File: src/rtl/alu_share_arbiter_if.sv
// Bundle between the issue side, the shared ALU and the response consumer
// on one side and alu_share_arbiter on the other.
interface alu_share_arbiter_if #(
    parameter int NUM_REQ = 2,
    parameter int ID_W    = $clog2(NUM_REQ)
);
    logic [NUM_REQ-1:0]      req_valid;
    logic [NUM_REQ-1:0]      req_ready;
    logic [5*NUM_REQ-1:0]    req_function;
    logic [32*NUM_REQ-1:0]   req_operand_a;
    logic [32*NUM_REQ-1:0]   req_operand_b;
    logic [4:0]              alu_function;
    logic [31:0]             alu_operand_a;
    logic [31:0]             alu_operand_b;
    logic [31:0]             alu_result;
    logic                    rsp_valid;
    logic                    rsp_ready;
    logic [31:0]             rsp_result;
    logic                    rsp_zero;
    logic [ID_W-1:0]         rsp_id;
    logic                    rsp_err;

    // Environment side: requesters, the ALU itself and the response consumer.
    modport master (
        output req_valid, req_function, req_operand_a, req_operand_b,
        output alu_result, rsp_ready,
        input  req_ready, alu_function, alu_operand_a, alu_operand_b,
        input  rsp_valid, rsp_result, rsp_zero, rsp_id, rsp_err
    );

    // Arbiter side.
    modport slave (
        input  req_valid, req_function, req_operand_a, req_operand_b,
        input  alu_result, rsp_ready,
        output req_ready, alu_function, alu_operand_a, alu_operand_b,
        output rsp_valid, rsp_result, rsp_zero, rsp_id, rsp_err
    );
endinterface

File: src/rtl/alu_share_arbiter.sv
// Round-robin sharing of one combinational ALU between NUM_REQ requesters with a
// one-entry tagged response buffer. Optional macro: ALU_ARB_ILLEGAL_CHECK_EN.
module alu_share_arbiter #(
    parameter int NUM_REQ = 2,
    parameter int ID_W    = $clog2(NUM_REQ)
) (
    input  logic                clk,
    input  logic                rst_n,
    alu_share_arbiter_if.slave  bus
);

    typedef enum logic [0:0] {
        ST_EMPTY = 1'b0,
        ST_FULL  = 1'b1
    } state_t;

    state_t              state_r;
    state_t              state_nxt_s;
    logic [ID_W-1:0]     ptr_r;
    logic [ID_W-1:0]     ptr_nxt_s;
    logic                can_issue_s;
    logic                grant_s;
    logic                hit_s;
    logic [ID_W-1:0]     gnt_idx_s;
    logic [ID_W:0]       cand_s;
    logic [NUM_REQ-1:0]  req_ready_s;
    logic [4:0]          sel_func_s;
    logic [31:0]         sel_a_s;
    logic [31:0]         sel_b_s;
    logic                illegal_s;
    logic [31:0]         cap_result_s;
    logic [31:0]         rsp_result_r;
    logic                rsp_zero_r;
    logic [ID_W-1:0]     rsp_id_r;
    logic                rsp_err_r;

    function automatic logic func_legal(input logic [4:0] f);
        return (f >= 5'd1) && (f <= 5'd11);
    endfunction

    // Issue is possible into a free buffer or one being drained this cycle; never in reset.
    assign can_issue_s = rst_n & ((state_r == ST_EMPTY) | ((state_r == ST_FULL) & bus.rsp_ready));

    // Round-robin pick: first valid requester at or after the pointer, wrapping.
    always_comb begin
        grant_s   = 1'b0;
        gnt_idx_s = '0;
        cand_s    = '0;
        hit_s     = 1'b0;
        for (int k = 0; k < NUM_REQ; k++) begin
            cand_s    = {1'b0, ptr_r} + (ID_W+1)'(k);
            cand_s    = (cand_s >= (ID_W+1)'(NUM_REQ)) ? (cand_s - (ID_W+1)'(NUM_REQ)) : cand_s;
            hit_s     = can_issue_s & ~grant_s & bus.req_valid[cand_s[ID_W-1:0]];
            gnt_idx_s = hit_s ? cand_s[ID_W-1:0] : gnt_idx_s;
            grant_s   = grant_s | hit_s;
        end
    end

    // Grant decode and payload mux of the winning requester.
    always_comb begin
        req_ready_s = '0;
        sel_func_s  = 5'd0;
        sel_a_s     = 32'd0;
        sel_b_s     = 32'd0;
        for (int i = 0; i < NUM_REQ; i++) begin
            req_ready_s[i] = grant_s & (gnt_idx_s == ID_W'(i));
            sel_func_s     = req_ready_s[i] ? bus.req_function[5*i +: 5]    : sel_func_s;
            sel_a_s        = req_ready_s[i] ? bus.req_operand_a[32*i +: 32] : sel_a_s;
            sel_b_s        = req_ready_s[i] ? bus.req_operand_b[32*i +: 32] : sel_b_s;
        end
    end

`ifdef ALU_ARB_ILLEGAL_CHECK_EN
    assign illegal_s = grant_s & ~func_legal(sel_func_s);
`else
    assign illegal_s = 1'b0;
`endif

    // An illegal code still completes, but with a blanked function and a zero result.
    assign bus.req_ready     = req_ready_s;
    assign bus.alu_function  = illegal_s ? 5'd0 : sel_func_s;
    assign bus.alu_operand_a = sel_a_s;
    assign bus.alu_operand_b = sel_b_s;
    assign cap_result_s      = illegal_s ? 32'd0 : bus.alu_result;

    // State and priority pointer registers.
    always_ff @(posedge clk) begin
        if (!rst_n) begin
            state_r <= ST_EMPTY;
            ptr_r   <= '0;
        end else begin
            state_r <= state_nxt_s;
            ptr_r   <= ptr_nxt_s;
        end
    end

    // Next-state and pointer advance.
    always_comb begin
        state_nxt_s = state_r;
        ptr_nxt_s   = ptr_r;
        if (grant_s) begin
            ptr_nxt_s = (gnt_idx_s == ID_W'(NUM_REQ-1)) ? '0 : (gnt_idx_s + ID_W'(1));
        end else begin
            ptr_nxt_s = ptr_r;
        end
        case (state_r)
            ST_EMPTY: begin
                state_nxt_s = grant_s ? ST_FULL : ST_EMPTY;
            end
            ST_FULL: begin
                if (grant_s) begin
                    state_nxt_s = ST_FULL;
                end else if (bus.rsp_ready) begin
                    state_nxt_s = ST_EMPTY;
                end else begin
                    state_nxt_s = ST_FULL;
                end
            end
            default: begin
                state_nxt_s = ST_EMPTY;
            end
        endcase
    end

    // Response buffer: loads on every grant, otherwise holds.
    always_ff @(posedge clk) begin
        if (!rst_n) begin
            rsp_result_r <= 32'd0;
            rsp_zero_r   <= 1'b0;
            rsp_id_r     <= '0;
            rsp_err_r    <= 1'b0;
        end else if (grant_s) begin
            rsp_result_r <= cap_result_s;
            rsp_zero_r   <= (cap_result_s == 32'd0);
            rsp_id_r     <= gnt_idx_s;
            rsp_err_r    <= illegal_s;
        end else begin
            rsp_result_r <= rsp_result_r;
            rsp_zero_r   <= rsp_zero_r;
            rsp_id_r     <= rsp_id_r;
            rsp_err_r    <= rsp_err_r;
        end
    end

    assign bus.rsp_valid  = (state_r == ST_FULL);
    assign bus.rsp_result = rsp_result_r;
    assign bus.rsp_zero   = rsp_zero_r;
    assign bus.rsp_id     = rsp_id_r;
    assign bus.rsp_err    = rsp_err_r;

endmodule

File: src/flat_wrapper.sv
// flat-port wrapper written by rule: the top's interface ports become plain ports
module alu_share_arbiter_flat 
#(
    parameter int NUM_REQ = 2,
    parameter int ID_W    = $clog2(NUM_REQ)
)
  (clk, rst_n, bus_req_valid, bus_req_function, bus_req_operand_a, bus_req_operand_b, bus_alu_result, bus_rsp_ready, bus_req_ready, bus_alu_function, bus_alu_operand_a, bus_alu_operand_b, bus_rsp_valid, bus_rsp_result, bus_rsp_zero, bus_rsp_id, bus_rsp_err);
  alu_share_arbiter_if #(.NUM_REQ(NUM_REQ), .ID_W(ID_W)) bus_i ();
  input  logic clk;
  input  logic rst_n;
  input wire logic [$bits(bus_i.req_valid)-1:0] bus_req_valid;
  input wire logic [$bits(bus_i.req_function)-1:0] bus_req_function;
  input wire logic [$bits(bus_i.req_operand_a)-1:0] bus_req_operand_a;
  input wire logic [$bits(bus_i.req_operand_b)-1:0] bus_req_operand_b;
  input wire logic [$bits(bus_i.alu_result)-1:0] bus_alu_result;
  input wire logic [$bits(bus_i.rsp_ready)-1:0] bus_rsp_ready;
  output wire logic [$bits(bus_i.req_ready)-1:0] bus_req_ready;
  output wire logic [$bits(bus_i.alu_function)-1:0] bus_alu_function;
  output wire logic [$bits(bus_i.alu_operand_a)-1:0] bus_alu_operand_a;
  output wire logic [$bits(bus_i.alu_operand_b)-1:0] bus_alu_operand_b;
  output wire logic [$bits(bus_i.rsp_valid)-1:0] bus_rsp_valid;
  output wire logic [$bits(bus_i.rsp_result)-1:0] bus_rsp_result;
  output wire logic [$bits(bus_i.rsp_zero)-1:0] bus_rsp_zero;
  output wire logic [$bits(bus_i.rsp_id)-1:0] bus_rsp_id;
  output wire logic [$bits(bus_i.rsp_err)-1:0] bus_rsp_err;
  assign bus_i.req_valid = bus_req_valid;
  assign bus_i.req_function = bus_req_function;
  assign bus_i.req_operand_a = bus_req_operand_a;
  assign bus_i.req_operand_b = bus_req_operand_b;
  assign bus_i.alu_result = bus_alu_result;
  assign bus_i.rsp_ready = bus_rsp_ready;
  assign bus_req_ready = bus_i.req_ready;
  assign bus_alu_function = bus_i.alu_function;
  assign bus_alu_operand_a = bus_i.alu_operand_a;
  assign bus_alu_operand_b = bus_i.alu_operand_b;
  assign bus_rsp_valid = bus_i.rsp_valid;
  assign bus_rsp_result = bus_i.rsp_result;
  assign bus_rsp_zero = bus_i.rsp_zero;
  assign bus_rsp_id = bus_i.rsp_id;
  assign bus_rsp_err = bus_i.rsp_err;
  alu_share_arbiter #(.NUM_REQ(NUM_REQ), .ID_W(ID_W)) u_core (.clk(clk), .rst_n(rst_n), .bus(bus_i));
endmodule
File: config.mk
export PLATFORM = sky130hd
export DESIGN_NAME = alu_share_arbiter_flat
export DESIGN_NICKNAME = d
export VERILOG_FILES = /design/src/rtl/alu_share_arbiter_if.sv /design/src/rtl/alu_share_arbiter.sv /design/src/flat_wrapper.sv
export SDC_FILE = /design/constraint.sdc
export NUM_CORES = 1
export LEC_CHECK = 0
export ABC_AREA = 1
export CAP_MARGIN = 10
export CORE_AREA = 2 2 111 113
export DETAILED_ROUTE_END_ITERATION = 8
export DIE_AREA = 0 0 113 115
export GPL_ROUTABILITY_DRIVEN = 0
export SLEW_MARGIN = 20
export SYNTH_ARGS = -nofsm -noshare
export SYNTH_HDL_FRONTEND = slang
export SYNTH_SLANG_ARGS = --single-unit
File: constraint.sdc
create_clock -name clk -period 2.11 [get_ports clk]
set_input_delay 0.633 -clock clk [delete_from_list [all_inputs] [get_ports clk]]
set_output_delay 0.633 -clock clk [all_outputs]
set_load 0.05 [all_outputs]
==> summary.md <==
| Metric | Value |
|---|---|
| XOR/XNOR Fraction of Synth Area | `0` |
| Die area | `13000 sq um` |
| Yosys top cell area share | `0.466` |
| Max VDD drop | `0.438 mV` |
| Worst EP required | `1.48 ns` |
| Placed Instances | `840` |
| R2R Path End | `u_core.bus.rsp_zero$_SDFFE_PN0P_` |
| Vias in the first global route | `3851` |
| H-tree depth | `2` |
| Synth Area in Compound Gates | `0.0812` |
| Filler instances | `942` |
| Sequential share of the synthesized area | `0.312` |
| Antenna violations before repair | `1` |
| Clock Skew | `0.00645 ns` |
| Drt wl/cell | `16.4 um` |
| Outcome | `finished, violations left` |
| Largest net degree at the start of global routing | `35` |
| Critical Path Stages | `13` |
| Pins Over Slew Limit | `0` |
| Slew margin rel. | `0.669` |
| Sink Count | `36` |
| Drt pass-1 iters | `6` |
| Core area | `11800 sq um` |
| Die Span Y | `115 um` |
| Place WS | `-0.844 ns` |
| DP Wirelength | `10.8 mm` |
| DR DRC count | `20` |
| Synthesized area | `2310 sq um` |
| Largest family of logic cells by synthesized area | `simple AND/OR/NAND/NOR gates` |
| Crit start category | `input port` |
| Min-delay src | `u_core.bus.rsp_result[19]$_SDFFE_PN0P_` |
| Worst Path Arrival | `1.84 ns` |
| Remaining Overflow, GRT | `0` |
| Hold buffer count at CTS | `0` |
| Max Clk Rate | `405 MHz` |
| Reg2Reg Depth | `8` |
| Worst-path clk slew | `0.05 ns` |
| Hold Slack | `0.461 ns` |
| Minimum clock period | `2.47 ns` |
| Total negative slack | `-20.03 ns` |
| Crit Path Category | `in -> out` |
| CTS tree | `done` |
| IO Port Bufs | `280` |
| Worst R2R Setup Slack | `0.62 ns` |
| Min-delay worst type | `reg -> reg` |
| Multi-input gate area | `2520 sq um` |
| Synthesized Nets | `595` |
| Final hold violation count | `0` |
| Netlist cell types | `19` |
| RSZ-0062 raised after global routing | `true` |
| Most common cell on crit path | `nand2_8` |
| Synth warnings | `0` |
| Simple-gate share of the synthesized area | `0.514` |
| Slew @ Worst Pin | `0.495 ns` |
| PnR worst setup slack | `-0.358 ns` |
| Fin util | `0.661` |
| Failing checks | `DRC, setup timing` |
| Hold Crit Depth | `2` |
| Lkg Pwr | `3.39 nW` |
| Critical Path Fanout Max | `8` |
| Final setup vio count | `71` |
| WP buf/inv | `7` |
| Share of post-route cells with drive strength above 1 | `0.494` |
| Die X-Extent | `113 um` |
| Hold Path End | `u_core.bus.rsp_result[19]$_SDFFE_PN0P_` |
| Via density | `4.38` |
| Area grow syn2layout | `238%` |
| Largest area contributor in the netlist | `nand2_1` |
| GRT Util Overall | `0.208` |
| Cell row count | `40` |
| Yosys reg bits | `36` |
| Register area | `722 sq um` |
| Max cap viols | `0` |
| Crit. End Element | `output pin` |
| Dominant cells by area after synthesis | `nand2_1 (47%), dfxtp_1 (31%), a21oi_1 (7.6%)` |
| Non-Filler Instances | `875` |
| Worst skew pair latency | `0.28 ns` |
| Adder-cell share of the synthesized area | `0` |
| DR vias | `3834` |
| PwrDens | `456 nW/um^2` |
| CP peak stage delay | `0.13 ns` |
| Worst r2r src | `u_core.bus.rsp_valid$_SDFF_PN0_` |
| CTS buffer count | `5` |
| Mux cell area share after synthesis | `0` |
| Iteration-0 DRC Markers | `119` |
| Final net count | `901` |
| First-pass GRT wire length | `21.2 mm` |
| Syn_area_per_cell | `5.50 sq um` |
| CP Cell Sequence | `buf_8 -> inv_12 -> nand2_8 -> nand2_4 -> buf_6 -> nor2_4 -> nand2_4 -> inv_12 -> buf_16 -> buf_12 -> nand2_8 -> nand2_8 -> buf_12` |
| WL final | `14.4 mm` |
| Most frequent cells in the layout | `clkdlybuf4s50_1 (174), nand2_4 (99), nand2_1 (95)` |
| Initial Util | `0.196` |
| Root buffer cell | `clkbuf_16` |
| Commonest non-fill, non-tap cell in the layout | `clkdlybuf4s50_1` |
| Slowest library cell on the worst path | `nor2_4` |
| Mapped Cells | `420` |
| Period utilization | `1.17` |
| DRT antenna net count | `0` |
| # IOs | `282` |
| Clk buf depth | `2` |
| Crit-path leading delay family | `buffers and inverters` |
worst register-to-register path, delay by kind of cell (launching register included):
kind            cells  cell delay (ns)
compound gates      1             0.13
flops               1             0.35
buf+inv             3             0.54
simple gates        4             0.42
registers in the layout, summed over array words and instances, names as in the netlist:
register and cells:
u_core.bus.rsp_result 32, u_core.bus.rsp_id 1, u_core.bus.rsp_valid 1, u_core.bus.rsp_zero 1, u_core.ptr_r 1
layer usage:
layer  global-route usage  wire, um  up-vias
li1                     -         -     1894
met1                0.219      4820     1756
met2                0.408      7900      161
met3               0.0459      1230       23
met4               0.0699       421        0
met5                    0         0        -
how the worst max path moves through the flow:
stage	endpoint	from	slack, ns
3_3_place_gp	bus_alu_operand_a[31]	bus_rsp_ready	-0.81
6_report	bus_alu_function[1]	bus_rsp_ready	-0.36
5_1_grt	bus_alu_function[1]	bus_rsp_ready	-0.41
2_1_floorplan	bus_alu_function[0]	bus_rsp_ready	-0.15
3_5_place_dp	bus_alu_operand_b[6]	bus_rsp_ready	-0.84
4_1_cts	bus_alu_function[0]	bus_rsp_ready	-0.34
logic make-up after synthesis:
family                 Yosys count
and+or+nand+nor                312
AOI/OAI and AO/OA               37
DFF                             36
buffers and inverters           34
other                            1
area by class of cell:
class,instances,area share
antenna,1,0.000321
tap,147,0.0236
clock inverter,3,0.00240
clock buffer,5,0.0160
timing repair buffer,323,0.534
sequential,36,0.0925
inverter,10,0.00898
multi-input combinational,350,0.323
cells in the mapped netlist:
cell type,n
a21oi_1,35
buf_2,10
buf_4,4
buf_6,7
clkbuf_1,3
clkinv_1,1
conb_1,1
dfxtp_1,36
inv_1,7
inv_2,1
inv_4,1
nand2_1,287
nand2_2,1
nand3_1,1
nand3_2,1
nor2_1,21
nor2_4,1
o21ai_0,1
o21bai_1,1
through the flow:
step / instance area, sq um / power (mW)
after floorplan: 3000 / 1.64
after global routing: 7800 / 3.70
after global placement: 6600 / 2.58
final: 7800 / 3.56
after detailed placement: 6600 / 2.60
after CTS: 7700 / 3.57
what timing repair did:
action	in CTS	in global routing
setup buffers	16	1
pin swaps	21	4
endpoints found under the setup margin	71	71
cloned	10	2
resized for setup	185	28
power by group:
part / leakage [nW] / internal [mW] / switching [mW]
sequential: 0.295 / 0.719 / 0.0218
clock: 0.0736 / 0.434 / 0.279
combinational: 3.03 / 1.04 / 1.07
total: 3.39 / 2.19 / 1.37
Note: power is estimated with default switching activity, not from simulation.
